**src/rtl/signadd_pipe_pkg.sv**
```systemverilog
// Shared encodings and width-dependent saturation limits for the pipelined signed adder.
package signadd_pipe_pkg;

   localparam int INFMT_TC = 0;
   localparam int INFMT_SM = 1;

   localparam int SAT_MAXW = 64;

   // Saturation limits are built for widths up to SAT_MAXW and sliced at the use site.
   function automatic logic [SAT_MAXW-1:0] sat_max(input int w);
      logic [SAT_MAXW-1:0] r;
      r = '0;
      for (int i = 0; i < SAT_MAXW; i++) begin
         if (i < w - 1) r[i] = 1'b1;
      end
      return r;
   endfunction

   function automatic logic [SAT_MAXW-1:0] sat_min(input int w);
      logic [SAT_MAXW-1:0] r;
      r = '0;
      for (int i = 0; i < SAT_MAXW; i++) begin
         if (i == w - 1) r[i] = 1'b1;
      end
      return r;
   endfunction

endpackage

```
**src/rtl/signadd_pipe_if.sv**
```systemverilog
// Operand/result handshake bundle between producers, the adder pipe and its consumer.
interface signadd_pipe_if #(
   parameter int WIDTH = 8
);
   logic             in_valid;
   logic             in_ready;
   logic [WIDTH-1:0] a;
   logic [WIDTH-1:0] b;
   logic             sub;
   logic             sat;
   logic             out_valid;
   logic             out_ready;
   logic [WIDTH-1:0] sum;
   logic             carry;
   logic             ovf;

   modport master (
      output in_valid, a, b, sub, sat, out_ready,
      input  in_ready, out_valid, sum, carry, ovf
   );

   modport slave (
      input  in_valid, a, b, sub, sat, out_ready,
      output in_ready, out_valid, sum, carry, ovf
   );
endinterface

```
**src/rtl/signadd_seg.sv**
```systemverilog
// Combinational ripple-carry slice; one per pipeline segment.
module signadd_seg #(
   parameter int W = 4
) (
   input  logic [W-1:0] a_i,
   input  logic [W-1:0] b_i,
   input  logic         c_i,
   output logic [W-1:0] s_o,
   output logic         c_o
);
   assign {c_o, s_o} = {1'b0, a_i} + {1'b0, b_i} + {{W{1'b0}}, c_i};
endmodule

```
**src/rtl/signadd_pipe.sv**
```systemverilog
// Pipelined signed add/subtract: SEGS ripple segments, one register per segment, valid/ready
// handshake with whole-pipe stall, optional sign-magnitude inputs and saturation.
module signadd_pipe
   import signadd_pipe_pkg::*;
#(
   parameter int WIDTH = 8,
   parameter int SEGS  = 2,
   parameter int INFMT = INFMT_TC
) (
   input  logic           clk1,
   input  logic           rst,
   signadd_pipe_if.slave  bus
);
   localparam int SW = WIDTH / SEGS;
   localparam int L  = SEGS - 1;

   localparam logic [SAT_MAXW-1:0] SAT_MAX_FULL = sat_max(WIDTH);
   localparam logic [SAT_MAXW-1:0] SAT_MIN_FULL = sat_min(WIDTH);
   localparam logic [WIDTH-1:0]    SAT_MAX      = SAT_MAX_FULL[WIDTH-1:0];
   localparam logic [WIDTH-1:0]    SAT_MIN      = SAT_MIN_FULL[WIDTH-1:0];

   // Negative zero falls out naturally: -0 == 0.
   function automatic logic signed [WIDTH-1:0] to_tc(input logic [WIDTH-1:0] x);
      logic signed [WIDTH-1:0] mag;
      mag = {1'b0, x[WIDTH-2:0]};
      if (INFMT == INFMT_SM) return x[WIDTH-1] ? -mag : mag;
      return $signed(x);
   endfunction

   function automatic logic [WIDTH-1:0] saturate(input logic [WIDTH-1:0] raw,
                                                 input logic             a_neg,
                                                 input logic             sat_en,
                                                 input logic             ov);
      if (sat_en && ov) return a_neg ? SAT_MIN : SAT_MAX;
      return raw;
   endfunction

   logic                    stall;
   logic                    en;
   logic signed [WIDTH-1:0] a_tc;
   logic signed [WIDTH-1:0] b_tc;
   logic        [WIDTH-1:0] b_eff;

   assign stall        = bus.out_valid && !bus.out_ready;
   assign en           = !stall;
   assign bus.in_ready = en;

   assign a_tc  = to_tc(bus.a);
   assign b_tc  = to_tc(bus.b);
   assign b_eff = bus.sub ? ~b_tc : b_tc;

   for (genvar k = 0; k < SEGS; k++) begin : g_stg
      // Stage k: add slice k; carry the not-yet-added operand bits and finished result bits forward.
      localparam int LO  = k * SW;
      localparam int REM = WIDTH - LO;

      logic [REM-1:0]        a_src;
      logic [REM-1:0]        b_src;
      logic                  cin_src;
      logic                  sat_src;
      logic                  vld_src;
      logic [SW-1:0]         s_seg;
      logic                  c_seg;
      logic [(k+1)*SW-1:0]   res_d;
      logic                  vld_q;
      logic                  cy_q;

      if (k == 0) begin : g_src
         assign a_src   = a_tc;
         assign b_src   = b_eff;
         assign cin_src = bus.sub;
         assign sat_src = bus.sat;
         assign vld_src = bus.in_valid;
         assign res_d   = s_seg;
      end else begin : g_src
         assign a_src   = g_stg[k-1].g_hold.a_hi_q;
         assign b_src   = g_stg[k-1].g_hold.b_hi_q;
         assign cin_src = g_stg[k-1].cy_q;
         assign sat_src = g_stg[k-1].g_hold.sat_q;
         assign vld_src = g_stg[k-1].vld_q;
         assign res_d   = {s_seg, g_stg[k-1].g_hold.res_q};
      end

      signadd_seg #(.W(SW)) u_seg (
         .a_i (a_src[SW-1:0]),
         .b_i (b_src[SW-1:0]),
         .c_i (cin_src),
         .s_o (s_seg),
         .c_o (c_seg)
      );

      always_ff @(posedge clk1) begin
         if (rst)     vld_q <= 1'b0;
         else if (en) vld_q <= vld_src;
      end

      always_ff @(posedge clk1) begin
         if (en) cy_q <= c_seg;
      end

      if (k < L) begin : g_hold
         logic [REM-SW-1:0]   a_hi_q;
         logic [REM-SW-1:0]   b_hi_q;
         logic [(k+1)*SW-1:0] res_q;
         logic                sat_q;

         always_ff @(posedge clk1) begin
            if (en) begin
               a_hi_q <= a_src[REM-1:SW];
               b_hi_q <= b_src[REM-1:SW];
               res_q  <= res_d;
               sat_q  <= sat_src;
            end
         end
      end else begin : g_last
         // Last slice holds both operand MSBs, so overflow and saturation resolve here.
         logic             ovf_d;
         logic [WIDTH-1:0] sum_q;
         logic             ovf_q;

         assign ovf_d = (a_src[SW-1] == b_src[SW-1]) && (s_seg[SW-1] != a_src[SW-1]);

         always_ff @(posedge clk1) begin
            if (en) begin
               sum_q <= saturate(res_d, a_src[SW-1], sat_src, ovf_d);
               ovf_q <= ovf_d;
            end
         end
      end
   end

   assign bus.out_valid = g_stg[L].vld_q;
   assign bus.sum       = bus.out_valid ? g_stg[L].g_last.sum_q : '0;
   assign bus.carry     = bus.out_valid & g_stg[L].cy_q;
   assign bus.ovf       = bus.out_valid & g_stg[L].g_last.ovf_q;

endmodule

```
**src/flat_wrapper.sv**
```systemverilog
// flat-port wrapper written by rule: the top's interface ports become plain ports
module signadd_pipe_flat import signadd_pipe_pkg::*;
#(
   parameter int WIDTH = 8,
   parameter int SEGS  = 2,
   parameter int INFMT = INFMT_TC
)
  (clk1, rst, bus_in_valid, bus_a, bus_b, bus_sub, bus_sat, bus_out_ready, bus_in_ready, bus_out_valid, bus_sum, bus_carry, bus_ovf);
  signadd_pipe_if #(.WIDTH(WIDTH)) bus_i ();
  input  logic clk1;
  input  logic rst;
  input wire logic [$bits(bus_i.in_valid)-1:0] bus_in_valid;
  input wire logic [$bits(bus_i.a)-1:0] bus_a;
  input wire logic [$bits(bus_i.b)-1:0] bus_b;
  input wire logic [$bits(bus_i.sub)-1:0] bus_sub;
  input wire logic [$bits(bus_i.sat)-1:0] bus_sat;
  input wire logic [$bits(bus_i.out_ready)-1:0] bus_out_ready;
  output wire logic [$bits(bus_i.in_ready)-1:0] bus_in_ready;
  output wire logic [$bits(bus_i.out_valid)-1:0] bus_out_valid;
  output wire logic [$bits(bus_i.sum)-1:0] bus_sum;
  output wire logic [$bits(bus_i.carry)-1:0] bus_carry;
  output wire logic [$bits(bus_i.ovf)-1:0] bus_ovf;
  assign bus_i.in_valid = bus_in_valid;
  assign bus_i.a = bus_a;
  assign bus_i.b = bus_b;
  assign bus_i.sub = bus_sub;
  assign bus_i.sat = bus_sat;
  assign bus_i.out_ready = bus_out_ready;
  assign bus_in_ready = bus_i.in_ready;
  assign bus_out_valid = bus_i.out_valid;
  assign bus_sum = bus_i.sum;
  assign bus_carry = bus_i.carry;
  assign bus_ovf = bus_i.ovf;
  signadd_pipe #(.WIDTH(WIDTH), .SEGS(SEGS), .INFMT(INFMT)) u_core (.clk1(clk1), .rst(rst), .bus(bus_i));
endmodule
```
**config.mk**
```make
export PLATFORM = sky130hd
export DESIGN_NAME = signadd_pipe_flat
export DESIGN_NICKNAME = d
export VERILOG_FILES = /design/src/rtl/signadd_pipe_pkg.sv /design/src/rtl/signadd_pipe_if.sv /design/src/rtl/signadd_seg.sv /design/src/rtl/signadd_pipe.sv /design/src/flat_wrapper.sv
export SDC_FILE = /design/constraint.sdc
export NUM_CORES = 1
export LEC_CHECK = 0
export CAP_MARGIN = 30
export CORE_MARGIN = 4
export CORE_UTILIZATION = 45
export DETAILED_ROUTE_END_ITERATION = 16
export HOLD_SLACK_MARGIN = 0.05
export PLACE_DENSITY = 0.77
export SYNTH_ARGS = -nofsm -noshare
export SYNTH_HDL_FRONTEND = slang
export SYNTH_SLANG_ARGS = --single-unit
export TNS_END_PERCENT = 20
```
**constraint.sdc**
```tcl
create_clock -name clk1 -period 4.58 [get_ports clk1]
set_input_delay 0.916 -clock clk1 [delete_from_list [all_inputs] [get_ports clk1]]
set_output_delay 0.916 -clock clk1 [all_outputs]
set_load 0.01 [all_outputs]
```
==> run metrics, run 1 <==
status=completed; hold slack=0.475 ns; # DRC=0; Worst path slowest cell=clkdlybuf4s50_1; synthesized area=1410 sq um; CP dominant cell by count=clkdlybuf4s50_1; Via density=4.70; Mean Syn Cell Area=12.1 sq um; commonest non-fill, non-tap cell in the layout=clkdlybuf4s50_1; routed vias=921; Synth Area in Adders=9.62%; top area cells in the synthesized netlist=edfxtp_1, ha_1, xor2_1; GRT Overall Usage=10.8%; initial antenna violation count=0; initial DRC count=16; die area=4080 sq um; Tmin final=2.94 ns; GP Congestion=0.805; CTS sink count=26; mux contribution to synthesized area=2.23%; largest net degree at the start of global routing=27; initial core utilization=46.4%; Fill cells=251; Max clock buf depth=2; flop and latch count out of synthesis=26; final hold violations=0; # setup viols final=0; die span in x=63.9 um; Synth top area share=51.3%; number of CTS-inserted buffers=3; # diodes=0; Placement Cell Area=1790 sq um; Lkg Pwr=0.740 nW; gr ovfl total=0; Die Height=63.9 um; Root Buffer=clkbuf_4; NumNets Final=184; final antenna-violating net count=0; Max Slew Vio Count=0; reg2reg setup slack=2.65 ns; RSZ-0062 raised after global routing=false; boundary pin count=34; crit-path max FO=2; buffers and inverters on the worst path=2; Routed WL=2.15 mm; Post-Syn Instances=116; final instance area=1820 sq um; Clk Latency, worst-skew pair=0.31 ns; ys async rst share=0%; Synth cell types=30; PostCTS Resize Cnt=0; Clock transition at path regs=0.13 ns; Critical Path Start Type=primary input; PortBufs=33; area grow syn2layout=29.7%; number of global-route vias before repair=805; critical path's top delay family=buffers and inverters; max incr delay on CP=0.54 ns; type of the worst min-delay path=register to register; Yosys top cell by area=edfxtp_1; largest family of logic cells by synthesized area=simple AND/OR/NAND/NOR gates; max-cap viol count=0; sequential area share after synthesis=54.1%; CP Capture Type=primary output; Slew @ Worst Pin=0.398 ns; htree depth=1; fin crit share=64.2%; Power Density=329 nW/um^2; type of the worst setup path=primary input to primary output; number of post-CTS setup repair buffers=0; Pre-Repair DR Iteration Count=4; critical-path cell list=clkdlybuf4s50_1, nand2b_1, clkdlybuf4s50_1; CP arrival=2.03 ns; first-pass GRT wire length=3.50 mm; placed cell count=192; share of cells above drive strength 1=5.26%; Final Skew=0.00496 ns; Final Non-Filler Cells=196; Relative slew margins=73.4%; Core ar.=3030 sq um; syn_nets=147; Synth Area in Simple Gates=15.9%; Crit path required time=3.66 ns; ys flop type=edfxtp_1; Syn. warnings=0; Synth Area in Compound Gates=8.73%; setup TNS=0 ns; XOR/XNOR Fraction of Synth Area=6.23%; Final Util=60.2%; Post-DP HPWL=1.72 mm; row count=20; Routed WL per cell=11.0 um; hold buffers post-CTS=0; number of synthesized flops with an enable pin=24; TritonCTS clock tree=yes; Max Clk Rate=340 MHz; most frequent cells in the layout=clkdlybuf4s50_1, edfxtp_1, nor2_1; worst IR drop on VDD=131 uV
==> synth_stat cells, types with 2 or more instances <==
library cell and n:
ha_1 6, nor2b_1 4, a21oi_1 2, a21o_1 2, fa_1 3, and2_1 10, dfxtp_1 2, mux2i_1 2
nand2b_1 3, nand2_1 7, o21ai_0 7, xor2_1 8, inv_1 9, edfxtp_1 24, xnor2_1 2, nor2_1 11
==> metal layers <==
layer | GRT usage (%) | wire [um]
met5 | 0 | 0
met4 | 6.47 | 45
met3 | 1.58 | 115
met2 | 19.1 | 1100
met1 | 12.2 | 891
==> cell families after synthesis <==
family,Yosys count
AOI/OAI and AO/OA,17
xor gates and xnor gates,10
adders and majority gates,9
buffers and inverters,11
DFF,26
muxes,3
and+or+nand+nor,40
==> flip-flops by register name, indices dropped and copies added (netlist names) <==
signal                      flops
u_core.g_stg.g_hold.sat_q       1
u_core.g_stg.vld_q              1
u_core.g_stg.g_last.ovf_q       1
u_core.bus.out_valid            1
u_core.g_stg.g_hold.b_hi_q      4
u_core.g_stg.cy_q               2
u_core.g_stg.g_hold.a_hi_q      4
u_core.g_stg.g_last.sum_q       8
u_core.g_stg.g_hold.res_q       4
==> worst register-to-register path, cell delays in order (launching register included) <==
cell and delay [ns]:
edfxtp_1 0.42, fa_1 0.44, a21o_1 0.23, a21oi_4 0.27, mux2_1 0.34
==> path summary, 6_finish.rpt <==
check / startpoint / to / cells past startpoint
setup / recovery: bus_out_ready / bus_in_ready / 3
hold / removal: u_core.g_stg[0].vld_q$_SDFFE_PP0N_ / u_core.bus.out_valid$_SDFFE_PP0N_ / 2
setup reg to reg: u_core.g_stg[0].g_hold.b_hi_q[0]$_DFFE_PN_ / u_core.g_stg[1].g_last.ovf_q$_DFFE_PN_ / 4
hold reg to reg: u_core.g_stg[0].vld_q$_SDFFE_PP0N_ / u_core.bus.out_valid$_SDFFE_PP0N_ / 2
==> stage by stage <==
step	setup WS (ns)	power (mW)
after detailed placement	1.50	0.495
after floorplan	2.00	0.440
after CTS	1.63	0.607
after global routing	1.59	0.634
final	1.64	0.600
after global placement	1.58	0.487
==> area by class of cell <==
cell class	instances	area, sq um	share of cell area, %
Inverter	9	33.8	1.85
Tap cell	44	55.1	3.02
Timing Repair Buffer	34	338	18.5
Multi-Input combinational cell	79	599	32.9
Clock buffer	4	36.3	1.99
Sequential cell	26	761	41.7
==> power breakdown <==
part           internal [mW]  switching [mW]
clock network         0.0486          0.0635
logic                 0.0838          0.0729
registers              0.317          0.0151
Note: power is estimated with default switching activity, not from simulation.
==> run 2, diff against run 1 <==
- CORE_UTILIZATION: 45 -> 44
- PLACE_DENSITY: 0.77 -> 0.78
- clock period: 4.58 -> 2.38 ns (I/O delays scaled with it)
==> run 2 against run 1 <==
  * First-iteration DRC count shrank 6.3%
  * Sequential power grew 93%
  * Critical path type unchanged
  * Clock power grew 92%
  * Largest cell class unchanged
==> run metrics, run 2 (same netlist as run 1, synthesis figures left out) <==
status=completed; initial core utilization=46.0% (-0.38 points); worst IR drop on VDD=254 uV (+93%); # setup viols final=0 (unchanged); Worst path slowest cell=clkdlybuf4s50_1; critical-path cell list=clkdlybuf4s50_1, nand2b_1, clkdlybuf4s50_1; CTS sink count=26 (unchanged); CP Capture Type=primary output; RSZ-0062 raised after global routing=false; most frequent cells in the layout=clkdlybuf4s50_1, edfxtp_1, nor2_1; Final Skew=0.00288 ns (-0.00208 ns); row count=20 (unchanged); fin crit share=87.4%; Crit path required time=1.90 ns (-1.76 ns); Relative slew margins=72.4% (-0.99 points); Core ar.=3050 sq um (+0.83%); critical path's top delay family=buffers and inverters; Routed WL=2.32 mm (+7.9%); Clock power frac=18.3% (-0.4 points); hold path start=u_core.g_stg[0].vld_q$_SDFFE_PP0N_; max FFs per register=8 (unchanged); Slew @ Worst Pin=0.408 ns (+0.0103 ns); Die Height=64.5 um (+0.99%); share of cells above drive strength 1=7.69% (+2.4 points); M1 GR Usage=11.6% (-0.63 points); GP Congestion=0.794 (-1.3%); buffers and inverters on the worst path=2 (unchanged); boundary pin count=34 (unchanged); crit-path max FO=2 (unchanged); placed cell count=196 (+2.1%); Lkg Pwr=0.759 nW (+2.6%); Routed WL per cell=11.6 um (+5.8%); cell internal pwr=0.873 mW (+94%); type of the worst setup path=primary input to primary output; final antenna-violating net count=0 (unchanged); Clock transition at path regs=0.13 ns (about the same); Max Slew Vio Count=0 (unchanged); Max clock buf depth=2 (unchanged); Tmin final=2.08 ns; initial antenna violation count=0 (unchanged); PortBufs=33 (unchanged); Reg-to-Reg Start=u_core.g_stg[0].g_hold.b_hi_q[0]$_DFFE_PN_; Root Buffer=clkbuf_4; # diodes=0 (unchanged); initial DRC count=15 (-1); Switch Pwr=0.300 mW (+98%); Max Clk Rate=481 MHz; max incr delay on CP=0.55 ns (about the same); NumNets Final=188 (+2.2%); first-pass GRT wire length=3.94 mm (+13%); GRT Overall Usage=12.1% (+1.3 points); hold slack=0.473 ns (-0.00188 ns); hold buffers post-CTS=0 (unchanged); Comb power frac=27.1% (+1.0 points); CP arrival=1.60 ns (-0.43 ns); Clk Latency, worst-skew pair=0.31 ns (about the same); htree depth=1 (unchanged); CP startpoint=bus_out_ready; largest net degree at the start of global routing=27 (unchanged); final hold violations=0 (unchanged); number of CTS-inserted buffers=3 (unchanged); area grow syn2layout=31.9%; max-cap viol count=0 (unchanged); commonest non-fill, non-tap cell in the layout=clkdlybuf4s50_1; post-route setup slack=0.299 ns (-1.34 ns); met2 Use GR=23.3% (+4.2 points); met3 usage=2.77% (+1.2 points); gr ovfl total=0 (unchanged); number of global-route vias before repair=945 (+17%); PostCTS Resize Cnt=0 (unchanged); Seq pwr share=54.6% (-0.6 points); Final Non-Filler Cells=200 (+2.0%); die span in x=64.5 um (+0.99%); Reg with most FFs=u_core.g_stg.g_last.sum_q; switching part of the total=25.6% (+0.37 points); Via density=4.82 (+2.6%); Power Density=633 nW/um^2 (+92%); TritonCTS clock tree=yes; # DRC=0 (unchanged); Critical Path Start Type=primary input; CP dominant cell by count=clkdlybuf4s50_1; number of post-CTS setup repair buffers=0 (unchanged); type of the worst min-delay path=register to register; Post-DP HPWL=1.91 mm (+12%); die area=4160 sq um (+2.0%); Setup WS pre-CTS=-0.0244 ns (-1.52 ns); routed vias=964 (+4.7%); Final Util=60.7% (+0.49 points); GR peak layer=met2; Pre-Repair DR Iteration Count=5 (+1)
[run 2: cell count changes in the layout (fill, tap and decap cells not counted)]
| cell | delta |
|---|---|
| buf_4 | +4 |
[run 2: worst reg2reg max path, cell delays in order (launching register included)]
cell and delay [ns]:
edfxtp_1 0.42, fa_1 0.46, a21o_1 0.24, a21oi_4 0.27, mux2_1 0.35
[run 2: cell type report]
cell class,instances,area [sq um]
Clock buffer,4,36.3
Multi-Input combinational cell,79,599
Fill cell,275,1200
Inverter,9,33.8
Tap cell,44,55.1
Timing Repair Buffer,38,368
Sequential cell,26,761
[run 2: worst paths after layout]
check                                           end  slack, ns  cells after the start
max                                    bus_in_ready       0.30                      3
min               u_core.bus.out_valid$_SDFFE_PP0N_       0.47                      2
max reg2reg  u_core.g_stg[1].g_last.ovf_q$_DFFE_PN_       0.42                      4
min reg2reg       u_core.bus.out_valid$_SDFFE_PP0N_       0.47                      2
[run 2: per-stage QoR]
stage / instance area (sq um) / power [mW] / TNS (ns)
after CTS: 1850 / 1.18 / 0
after global placement: 1820 / 0.945 / 0
after global routing: 1850 / 1.25 / 0
after detailed placement: 1820 / 0.971 / -0.0244
after floorplan: 1410 / 0.846 / 0
final: 1850 / 1.17 / 0
[run 2: power groups by stage]
| stage | clock network, mW | logic, mW | registers [mW] |
|---|---|---|---|
| floorplan | 0 | 0.205 | 0.641 |
| global placement | 0 | 0.299 | 0.646 |
| detailed placement | 0 | 0.319 | 0.652 |
| CTS | 0.221 | 0.320 | 0.642 |
| global route | 0.243 | 0.354 | 0.648 |
| finish | 0.215 | 0.318 | 0.640 |
[run 2: metal layers]
metal	vias to the layer above	part of all wire [%]	wire [um]
met5	-	0	0
met4	0	2.5	57
met3	4	5.4	125
met2	29	55	1280
met1	452	37	863
li1	479	-	-
